`src/rtl/chb_pkg.sv`:
```
// Shared types and helpers for the channel-buffer write side.
// No logic of its own: typedefs, constants and pure functions.
// Nothing here sees or applies backpressure.
package chb_pkg;

  localparam int NUM_BANKS = 3;

  typedef logic [1:0] sym_t;
  typedef logic [1:0] bank_t;

  typedef enum logic [1:0] {
    IDLE,
    FILL,
    STALL
  } chb_wr_state_e;

  // Round-robin bank order 0 -> 1 -> 2 -> 0; value 3 is never produced.
  function automatic bank_t next_bank(input bank_t b);
    next_bank = (b == 2'd2) ? 2'd0 : b + 2'd1;
  endfunction

  // One-hot select vector for a bank index.
  function automatic logic [NUM_BANKS-1:0] bank_onehot(input bank_t b);
    bank_onehot = 3'b001 << b;
  endfunction

endpackage

```
`src/rtl/chb_writer_if.sv`:
```
// Symbol input, RAM write port and bank-status bundle of the buffer writer.
// No latency: plain wires between the writer and its neighbours.
// u_k_valid/u_k_ready handshake upstream; bank_release credit from the reader.
interface chb_writer_if #(
  parameter int ADDR_W = 6
);
  import chb_pkg::*;

  logic              en;
  sym_t              u_k;
  logic              u_k_valid;
  logic              u_k_ready;
  logic              bank_release;
  sym_t              wr_data;
  logic [ADDR_W-1:0] wr_addr;
  logic              writeRAM1;
  logic              writeRAM2;
  logic              writeRAM3;
  logic              readRAM1;
  logic              readRAM2;
  logic              readRAM3;
  logic              blk_done;

  // Writer side.
  modport slave (
    input  en, u_k, u_k_valid, bank_release,
    output u_k_ready, wr_data, wr_addr, writeRAM1, writeRAM2, writeRAM3,
           readRAM1, readRAM2, readRAM3, blk_done
  );

  // Environment side: symbol source plus reader.
  modport master (
    output en, u_k, u_k_valid, bank_release,
    input  u_k_ready, wr_data, wr_addr, writeRAM1, writeRAM2, writeRAM3,
           readRAM1, readRAM2, readRAM3, blk_done
  );

endinterface

```
`src/rtl/chb_bank_tracker.sv`:
```
// Tracks which banks hold a complete block and which one the reader owns.
// Set lands one edge after blk_done; release drops readRAMx on the next cycle.
// bank_release is ignored while en is low or when the read bank is empty.
module chb_bank_tracker
  import chb_pkg::*;
(
  input  logic                 clk,
  input  logic                 rst,
  input  logic                 en,
  input  logic                 bank_release,
  input  logic [NUM_BANKS-1:0] set_i,
  output logic [NUM_BANKS-1:0] full_o,
  output logic [NUM_BANKS-1:0] clr_o,
  output logic [NUM_BANKS-1:0] read_o
);

  logic [NUM_BANKS-1:0] full_q, full_d;
  bank_t                rd_bank_q, rd_bank_d;
  logic                 rel_fire;

  // Release only counts when the oldest bank is actually full; set and clear
  // never collide because a full write bank forces the writer to stall.
  always_comb begin
    rel_fire  = en & bank_release & full_q[rd_bank_q];
    clr_o     = rel_fire ? bank_onehot(rd_bank_q) : '0;
    full_d    = (full_q & ~clr_o) | set_i;
    rd_bank_d = rel_fire ? next_bank(rd_bank_q) : rd_bank_q;
    read_o    = full_q[rd_bank_q] ? bank_onehot(rd_bank_q) : '0;
  end

  // Full flags and read pointer.
  always_ff @(posedge clk or negedge rst) begin
    if (!rst) begin
      full_q    <= '0;
      rd_bank_q <= '0;
    end else begin
      full_q    <= full_d;
      rd_bank_q <= rd_bank_d;
    end
  end

  assign full_o = full_q;

endmodule

```
`src/rtl/chb_writer.sv`:
```
// Fills three RAM banks round-robin from a 2-bit symbol stream.
// Accepted symbol appears on the write port one cycle later; one symbol/cycle.
// u_k_ready drops while en is low or all three banks await the reader.
module chb_writer
  import chb_pkg::*;
#(
  parameter int DEPTH  = 64,
  parameter int ADDR_W = $clog2(DEPTH)
) (
  input  logic         clk,
  input  logic         rst,
  chb_writer_if.slave  bus
);

  localparam logic [ADDR_W-1:0] LAST_ADDR = ADDR_W'(DEPTH - 1);

  chb_wr_state_e        state_q, state_d;
  bank_t                wr_bank_q, wr_bank_d;
  logic [ADDR_W-1:0]    cnt_q, cnt_d;
  sym_t                 wr_data_q, wr_data_d;
  logic [ADDR_W-1:0]    wr_addr_q, wr_addr_d;
  logic [NUM_BANKS-1:0] strb_q, strb_d;
  logic                 blk_done_q, blk_done_d;

  logic [NUM_BANKS-1:0] full, clr, rd_onehot;
  logic                 ready, acc, last;
  bank_t                nb;

  // Reset gates ready so nothing is offered to the source while held.
  assign ready = bus.en & rst & (state_q != STALL);
  assign acc   = bus.u_k_valid & ready;
  assign last  = (cnt_q == LAST_ADDR);
  assign nb    = next_bank(wr_bank_q);

  // Next-state: write port, address counter, bank pointer and FSM.
  always_comb begin
    state_d    = state_q;
    wr_bank_d  = wr_bank_q;
    cnt_d      = cnt_q;
    wr_data_d  = wr_data_q;
    wr_addr_d  = wr_addr_q;
    strb_d     = '0;
    blk_done_d = 1'b0;
    if (acc) begin
      wr_data_d  = bus.u_k;
      wr_addr_d  = cnt_q;
      strb_d     = bank_onehot(wr_bank_q);
      blk_done_d = last;
      state_d    = FILL;
      if (last) begin
        cnt_d     = '0;
        wr_bank_d = nb;
        // A bank released on this very edge is free, so no stall for it.
        if (full[nb] & ~clr[nb]) state_d = STALL;
      end else begin
        cnt_d = cnt_q + ADDR_W'(1);
      end
    end
    // Leave STALL on the edge the blocking bank is freed; ready follows next cycle.
    if (state_q == STALL && clr[wr_bank_q]) state_d = FILL;
  end

  // Registered state and write-port outputs.
  always_ff @(posedge clk or negedge rst) begin
    if (!rst) begin
      state_q    <= IDLE;
      wr_bank_q  <= '0;
      cnt_q      <= '0;
      wr_data_q  <= '0;
      wr_addr_q  <= '0;
      strb_q     <= '0;
      blk_done_q <= 1'b0;
    end else begin
      state_q    <= state_d;
      wr_bank_q  <= wr_bank_d;
      cnt_q      <= cnt_d;
      wr_data_q  <= wr_data_d;
      wr_addr_q  <= wr_addr_d;
      strb_q     <= strb_d;
      blk_done_q <= blk_done_d;
    end
  end

  // The final write and its full flag are one edge apart, so the reader
  // can never see a bank before its last symbol is in the RAM. The set is
  // applied even if en drops in between, so a completed block is never lost.
  chb_bank_tracker u_tracker (
    .clk          (clk),
    .rst          (rst),
    .en           (bus.en),
    .bank_release (bus.bank_release),
    .set_i        (strb_q & {NUM_BANKS{blk_done_q}}),
    .full_o       (full),
    .clr_o        (clr),
    .read_o       (rd_onehot)
  );

  assign bus.u_k_ready = ready;
  assign bus.wr_data   = wr_data_q;
  assign bus.wr_addr   = wr_addr_q;
  assign bus.writeRAM1 = strb_q[0];
  assign bus.writeRAM2 = strb_q[1];
  assign bus.writeRAM3 = strb_q[2];
  assign bus.blk_done  = blk_done_q;
  assign bus.readRAM1  = rd_onehot[0];
  assign bus.readRAM2  = rd_onehot[1];
  assign bus.readRAM3  = rd_onehot[2];

endmodule

```
`src/flat_wrapper.sv`:
```
// flat-port wrapper written by rule: the top's interface ports become plain ports
module chb_writer_flat import chb_pkg::*;
#(
  parameter int DEPTH  = 64,
  parameter int ADDR_W = $clog2(DEPTH)
)
  (clk, rst, bus_en, bus_u_k, bus_u_k_valid, bus_bank_release, bus_u_k_ready, bus_wr_data, bus_wr_addr, bus_writeRAM1, bus_writeRAM2, bus_writeRAM3, bus_readRAM1, bus_readRAM2, bus_readRAM3, bus_blk_done);
  chb_writer_if #(.ADDR_W(ADDR_W)) bus_i ();
  input  logic clk;
  input  logic rst;
  input wire logic [$bits(bus_i.en)-1:0] bus_en;
  input wire logic [$bits(bus_i.u_k)-1:0] bus_u_k;
  input wire logic [$bits(bus_i.u_k_valid)-1:0] bus_u_k_valid;
  input wire logic [$bits(bus_i.bank_release)-1:0] bus_bank_release;
  output wire logic [$bits(bus_i.u_k_ready)-1:0] bus_u_k_ready;
  output wire logic [$bits(bus_i.wr_data)-1:0] bus_wr_data;
  output wire logic [$bits(bus_i.wr_addr)-1:0] bus_wr_addr;
  output wire logic [$bits(bus_i.writeRAM1)-1:0] bus_writeRAM1;
  output wire logic [$bits(bus_i.writeRAM2)-1:0] bus_writeRAM2;
  output wire logic [$bits(bus_i.writeRAM3)-1:0] bus_writeRAM3;
  output wire logic [$bits(bus_i.readRAM1)-1:0] bus_readRAM1;
  output wire logic [$bits(bus_i.readRAM2)-1:0] bus_readRAM2;
  output wire logic [$bits(bus_i.readRAM3)-1:0] bus_readRAM3;
  output wire logic [$bits(bus_i.blk_done)-1:0] bus_blk_done;
  assign bus_i.en = bus_en;
  assign bus_i.u_k = bus_u_k;
  assign bus_i.u_k_valid = bus_u_k_valid;
  assign bus_i.bank_release = bus_bank_release;
  assign bus_u_k_ready = bus_i.u_k_ready;
  assign bus_wr_data = bus_i.wr_data;
  assign bus_wr_addr = bus_i.wr_addr;
  assign bus_writeRAM1 = bus_i.writeRAM1;
  assign bus_writeRAM2 = bus_i.writeRAM2;
  assign bus_writeRAM3 = bus_i.writeRAM3;
  assign bus_readRAM1 = bus_i.readRAM1;
  assign bus_readRAM2 = bus_i.readRAM2;
  assign bus_readRAM3 = bus_i.readRAM3;
  assign bus_blk_done = bus_i.blk_done;
  chb_writer #(.DEPTH(DEPTH), .ADDR_W(ADDR_W)) u_core (.clk(clk), .rst(rst), .bus(bus_i));
endmodule
```
`config.mk`:
```
export PLATFORM = sky130hd
export DESIGN_NAME = chb_writer_flat
export DESIGN_NICKNAME = d
export VERILOG_FILES = /design/src/rtl/chb_pkg.sv /design/src/rtl/chb_writer_if.sv /design/src/rtl/chb_bank_tracker.sv /design/src/rtl/chb_writer.sv /design/src/flat_wrapper.sv
export SDC_FILE = /design/constraint.sdc
export NUM_CORES = 1
export LEC_CHECK = 0
export BUFFER_PORTS_ARGS = -buffer_cell sky130_fd_sc_hd__buf_2
export CORE_ASPECT_RATIO = 1.25
export CORE_MARGIN = 2
export CORE_UTILIZATION = 40
export DETAILED_ROUTE_END_ITERATION = 7
export PLACE_DENSITY = 0.6
export SYNTH_ARGS = -nofsm -noshare
export SYNTH_HDL_FRONTEND = slang
export SYNTH_HIERARCHICAL = 1
export SYNTH_SLANG_ARGS = --single-unit
```
`constraint.sdc`:
```
create_clock -name clk -period 2 [get_ports clk]
set_clock_uncertainty 0.05 [all_clocks]
set_input_delay 0.1 -clock clk [delete_from_list [all_inputs] [get_ports clk]]
set_output_delay 0.1 -clock clk [all_outputs]
set_load 0.05 [all_outputs]
```
==> run_results.csv, run 1 <==
group,metric,value,unit
worst_setup_path,endpoint_kind,"register",
drt,ant_nets,0,
layout,final_cell_mix,"nand2_1, dfrtp_1, buf_2",
synth,synth_edf_count,0,
pwr,p_comb_frac,0.320,
layout,nFillCells,308,
synth,yosys.area.top_type_share,0.526,
synth,yosys.area.top_type,"dfrtp_1",
layout,syn2layout_area_growth,17.9,%
placed_design,place_area,1440,um2
synth,synthMuxAreaShare,0.00779,
pwr,clock_power_share,0.197,
clock_tree,clk_latency,0.27,ns
synth,ys.flop_type,"dfrtp_1",
pwr,p_sw,627,uW
floorplan,fp.coreArea,3140,um2
synth,synthSimpleGateAreaFrac,0.289,
clock_tree,clock_path_buffers,2,
synth,avgSynthCellArea,10.1,um2
sta,setup-tns-final,0,ns
synth,synth_area,1280,um2
synth,yosys_warnings,6,
synth,synth_fa_ha_area_frac,0.00974,
synth,synth_cells,127,
worst_setup_path,cp.required,2.10,ns
layout,multiInputGateArea,563,um2
job,maxCapViolCount,0,
floorplan,chipWidth,54.7,um
clock_tree,clockRootBuffer,"clkbuf_8",
layout,layout_commonest_cell,"nand2_1",
floorplan,io_pins,23,
synth,synth_top_family_by_area,"simple AND/OR/NAND/NOR gates",
sta,worst_pin_slew,0.502,ns
layout,fin_area,1520,um2
drt,viasPerCell,5.22,
drt,num_vias,997,
sta,hold_violations,0,
synth,synthTopCellsByArea,"dfrtp_1, nand2_1, and2_1",
pwr,power_frac_seq,0.483,
sta,max_freq,545,MHz
worst_setup_path,arrival,1.94,ns
status,outcome,"finished clean",
global_routing,first_global_vias,964,
synth,ys_ff_latch,27,
drt,post-route-drc-count,0,
placed_design,portBuffers,22,
floorplan,start_util,0.410,
layout,nNetsFinal,163,
layout,antennaDiodeCount,0,
clock_tree,cts_tree,"yes",
synth,synth_xor_area_frac,0.0136,
floorplan,die_h,67.4,um
floorplan,rows,23,
worst_setup_path,cp-start-kind,"register",
clock_tree,htree_levels,1,
synth,ys_types,42,
sta,min_period_over_period,0.918,
worst_setup_path,critPathMaxFanout,8,
floorplan,die-area,3680,um2
placed_design,place_hpwl,1.99,mm
sta,setup_viol,0,
synth,synth-compound-area-share,0.118,
synth,synth_fp_nets,135,
sta,setup_slack,0.164,ns
pwr,power.share.switching,0.400,
pwr,power.density,1030,nW/um2
layout,seq_area,676,um2
global_routing,grt_use_total,0.163,
drt,first_pass_iters,4,
layout,layout-drive-gt1-share,0.240,
hold_path,hold_path_class,"primary input to register",
global_routing,grt_first_pass_wirelength,4.46,mm
sta,final_max_slew_viol_count,0,
worst_setup_path,path_class,"register to register",
sta,rsz0062_at_grt,"false",
clock_tree,cts_inserted_buffers,3,
sta,maxSlewHeadroom,0.665,
drt,drt_iter0_markers,14,
pwr,irDropWorstVdd,0.000929,V
drt,drt_wl_total,2.67,mm
global_routing,grt-ovfl-total,0,
sta,holdWs,0.134,ns
clock_tree,clkTransAtPathRegs,0.10,ns
sta,finalCriticalPeriod,1.84,ns
placed_design,dp_slack,0.173,ns
synth,synth-seq-area-share,0.526,
drt,wl_per_cell,14.0,um
synth,async_flop_share,1.00,
global_routing,grt_max_degree,18,
placed_design,gp_congestion,0.750,
pwr,p_leak,0.000771,uW
pwr,intPower,940,uW
global_routing,antenna_found_initial,0,
clock_tree,cts_sinks,27,
==> cell type report <==
type                       count  area share
clock buffer                   3      0.0273
clock inverter                 1     0.00495
inverter                       5      0.0124
multi-input combinational     90       0.372
sequential                    27       0.446
tap                           37      0.0306
timing repair buffer          28       0.107
==> final timing paths <==
path	start	end	slack (ns)	depth (start not counted)
hold reg to reg	u_core/bus.wr_data[1]$_DFFE_PN0P_	u_core/bus.wr_data[1]$_DFFE_PN0P_	0.43	2
max in group asynchronous	rst	u_core/wr_bank_q[1]$_DFFE_PN0P_	1.19	3
setup / recovery	u_core/u_tracker/rd_bank_q[1]$_DFFE_PN0P_	u_core/state_q[0]$_DFFE_PN0P_	0.16	6
hold / removal	bus_bank_release	u_core/u_tracker/full_o[1]$_DFF_PN0_	0.13	3
setup reg to reg	u_core/u_tracker/rd_bank_q[1]$_DFFE_PN0P_	u_core/state_q[0]$_DFFE_PN0P_	0.16	6
min in group asynchronous	rst	u_core/bus.wr_addr[3]$_DFFE_PN0P_	0.18	2
==> power groups by stage <==
stage / logic [uW] / clock network [uW] / registers, uW
floorplan: 177 / 0 / 955
global placement: 494 / 0 / 761
detailed placement: 503 / 0 / 765
CTS: 506 / 316 / 757
global route: 553 / 337 / 777
finish: 502 / 308 / 757
==> metal layers <==
metal	share of wire	GRT usage	vias up	wire, um
li1	-	-	497	-
met1	0.46	0.222	482	1220
met2	0.50	0.272	16	1350
met3	0.033	0.0199	2	89
met4	0.0049	0.0375	0	13
met5	0	0	-	0
==> cell families after synthesis <==
family	count (synthesis)
simple gates	66
compound gates	20
fa+ha+maj	1
flops	27
xor+xnor	2
mux	1
buf+inv	10
==> synth_stat cells, drive strengths merged (2+ instances only) <==
cell,count
nand3,3
xnor2,2
nor2,4
dfrtp,27
or2,2
nand2,31
inv,5
nand4b,3
and3b,2
buf,5
and3,2
nand4,3
a311oi,2
a21o,4
and2,7
nand2b,2
o21ai,5
==> metrics by stage <==
stage / total power (uW) / std cells / util
finish: 1570 / 191 / 0.483
global route: 1670 / 191 / 0.483
CTS: 1580 / 191 / 0.483
detailed placement: 1270 / 184 / 0.458
global placement: 1260 / 184 / 0.458
floorplan: 1130 / 127 / -
==> what timing repair did <==
action,4_1_cts,5_1_grt
resized for setup,0,0
hold buffers,3,0
buffers inserted,0,0
hold endpoints to repair,25,0
endpoints found under the setup margin,0,0
==> state kept, by name, indices dropped and copies added, names as in the netlist <==
signal,count
u_core/strb_q,3
u_core/state_q,2
u_core/bus.wr_data,2
u_core/bus.blk_done,1
u_core/u_tracker/full_o,3
u_core/wr_bank_q,2
u_core/u_tracker/rd_bank_q,2
u_core/bus.wr_addr,6
u_core/cnt_q,6
==> critical path, cell delays in order, from the launching register on <==
cell	delay, ns
dfrtp_1	0.45
and3b_4	0.25
and2_1	0.15
nor4b_1	0.29
a311oi_1	0.08
o21a_1	0.20
a221o_1	0.26
No activity file was read; power rests on OpenSTA's default activity.
==> run 2: changes to the inputs <==
- PLACE_DENSITY: 0.6 -> 0.63
- clock period: 2 -> 1.6 ns (I/O delays scaled with it)
==> run_results.csv, run 2 (synthesized netlist as in run 1, its figures left out) <==
group,metric,value,unit
sta,setup_slack,-0.123,ns
clock_tree,clk_latency,0.27,ns
clock_tree,cts_inserted_buffers,3,
drt,drt_iter0_markers,20,
status,outcome,"finished with violations",
placed_design,gp_congestion,0.754,
placed_design,placedCellCount,198,
drt,post-route-drc-count,0,
placed_design,place_hpwl,2.14,mm
layout,nFillCells,288,
floorplan,io_pins,23,
worst_setup_path,arrival,1.83,ns
layout,antennaDiodeCount,0,
floorplan,rows,23,
worst_setup_path,crit_start,"u_core/u_tracker/rd_bank_q[1]$_DFFE_PN0P_",
layout,layout-drive-gt1-share,0.363,
placed_design,portBuffers,22,
layout,syn2layout_area_growth,32.5,%
hold_path,hold_path_class,"primary input to register",
sta,worst_pin_slew,0.280,ns
job,maxCapViolCount,0,
global_routing,grt-ovfl-total,0,
clock_tree,clock_path_buffers,2,
sta,maxSlewHeadroom,0.813,
drt,ant_nets,0,
worst_setup_path,path_class,"register to register",
layout,nNetsFinal,180,
global_routing,first_global_vias,1125,
floorplan,chipWidth,54.7,um
global_routing,grt_max_degree,17,
placed_design,place_area,1550,um2
sta,min_period_over_period,1.08,
sta,rsz0062_at_grt,"true",
global_routing,grt_use_total,0.176,
clock_tree,cts_sinks,27,
sta,max_freq,580,MHz
worst_setup_path,crit_path_end,"u_core/state_q[0]$_DFFE_PN0P_",
placed_design,dp_slack,-0.139,ns
sta,setup-tns-final,-0.217,ns
drt,drt_wl_total,2.90,mm
floorplan,start_util,0.410,
pwr,power.density,1190,nW/um2
clock_tree,htree_levels,1,
worst_setup_path,r2r_start,"u_core/u_tracker/rd_bank_q[1]$_DFFE_PN0P_",
worst_setup_path,rr_worst_depth,6,
worst_setup_path,cp.required,1.70,ns
worst_setup_path,critPathMaxFanout,3,
sta,finalCriticalPeriod,1.72,ns
floorplan,die_h,67.4,um
worst_setup_path,rr_endpoint,"u_core/state_q[0]$_DFFE_PN0P_",
clock_tree,clkTransAtPathRegs,0.09,ns
sta,final_max_slew_viol_count,0,
global_routing,grt_first_pass_wirelength,4.74,mm
pwr,irDropWorstVdd,0.000736,V
layout,fin_area,1700,um2
global_routing,antenna_found_initial,0,
drt,first_pass_iters,5,
drt,viasPerCell,5.22,
worst_setup_path,r2r_slack,-0.12,ns
pwr,p_leak,0.000866,uW
sta,hold_violations,0,
floorplan,fp.coreArea,3140,um2
status,violations,"setup timing",
floorplan,die-area,3680,um2
worst_setup_path,endpoint_kind,"register",
drt,num_vias,1086,
drt,wl_per_cell,13.9,um
worst_setup_path,cp-start-kind,"register",
layout,final_cell_mix,"nand2_1, dfrtp_1, buf_2",
layout,layout_commonest_cell,"nand2_1",
clock_tree,clockRootBuffer,"clkbuf_8",
layout,stdcell_count,208,
clock_tree,cts_tree,"yes",
sta,setup_viol,2,
## run 2: changes by cell type in the layout (fill, tap and decap cells not counted), sizes merged
cell      change
clkbuf        +1
buf          +17
clkinvlp      -1
## run 2: routing by layer
metal / vias up / GRT usage / share of wire
met1: 537 / 0.192 / 0.41
met5: - / 0 / 0
li1: 524 / - / -
met4: 0 / 0.0656 / 0.010
met3: 4 / 0.0288 / 0.031
met2: 21 / 0.327 / 0.55
## run 2: worst min path at each step
stage | start | endpoint | slack, ns | cells past startpoint
global route | bus_en | u_core/u_tracker/rd_bank_q[0]$_DFFE_PN0P_ | 0.12 | 3
finish | bus_en | u_core/u_tracker/rd_bank_q[0]$_DFFE_PN0P_ | 0.13 | 3
floorplan | rst | u_core/bus.blk_done$_DFF_PN0_ | -0.27 | 0
detailed placement | rst | u_core/state_q[1]$_DFFE_PN0P_ | 0.02 | 2
CTS | bus_en | u_core/u_tracker/rd_bank_q[0]$_DFFE_PN0P_ | 0.13 | 3
global placement | rst | u_core/state_q[0]$_DFFE_PN0P_ | 0.008 | 2
## run 2: through the flow
step	hold slack (ns)	power (uW)	util
CTS	0.127	2050	0.536
floorplan	-0.266	1410	-
global placement	0.00830	1640	0.493
global route	0.123	2160	0.543
finish	0.130	2030	0.543
detailed placement	0.0167	1650	0.493
## run 2: repair_timing
item,CTS,global route
gates resized for setup,7,5
endpoints found under the hold margin,29,0
hold buffers,3,0
pin swaps,2,2
setup endpoints to repair,2,4
buffers inserted,3,0
## run 2: where the power goes
| part | switching [uW] | internal [uW] |
|---|---|---|
| combinational | 514 | 242 |
| clock | 199 | 178 |
| sequential | 79.4 | 821 |
## run 2: final cells by class
class	count	area [um2]	share of cell area
well taps	37	46.3	0.0272
flip-flops and latches	27	676	0.397
multi-input cells	90	621	0.364
repair buffers	45	297	0.174
inverters	5	18.8	0.0110
clock buffers	4	45.0	0.0265
## run 2: worst max-delay path, stage by stage, from the launching register on
cell and delay, ns:
dfrtp_1 0.40, and3b_2 0.21, and2_4 0.15, nor4bb_4 0.26, a311oi_2 0.07, o21a_1 0.20
a221o_1 0.27
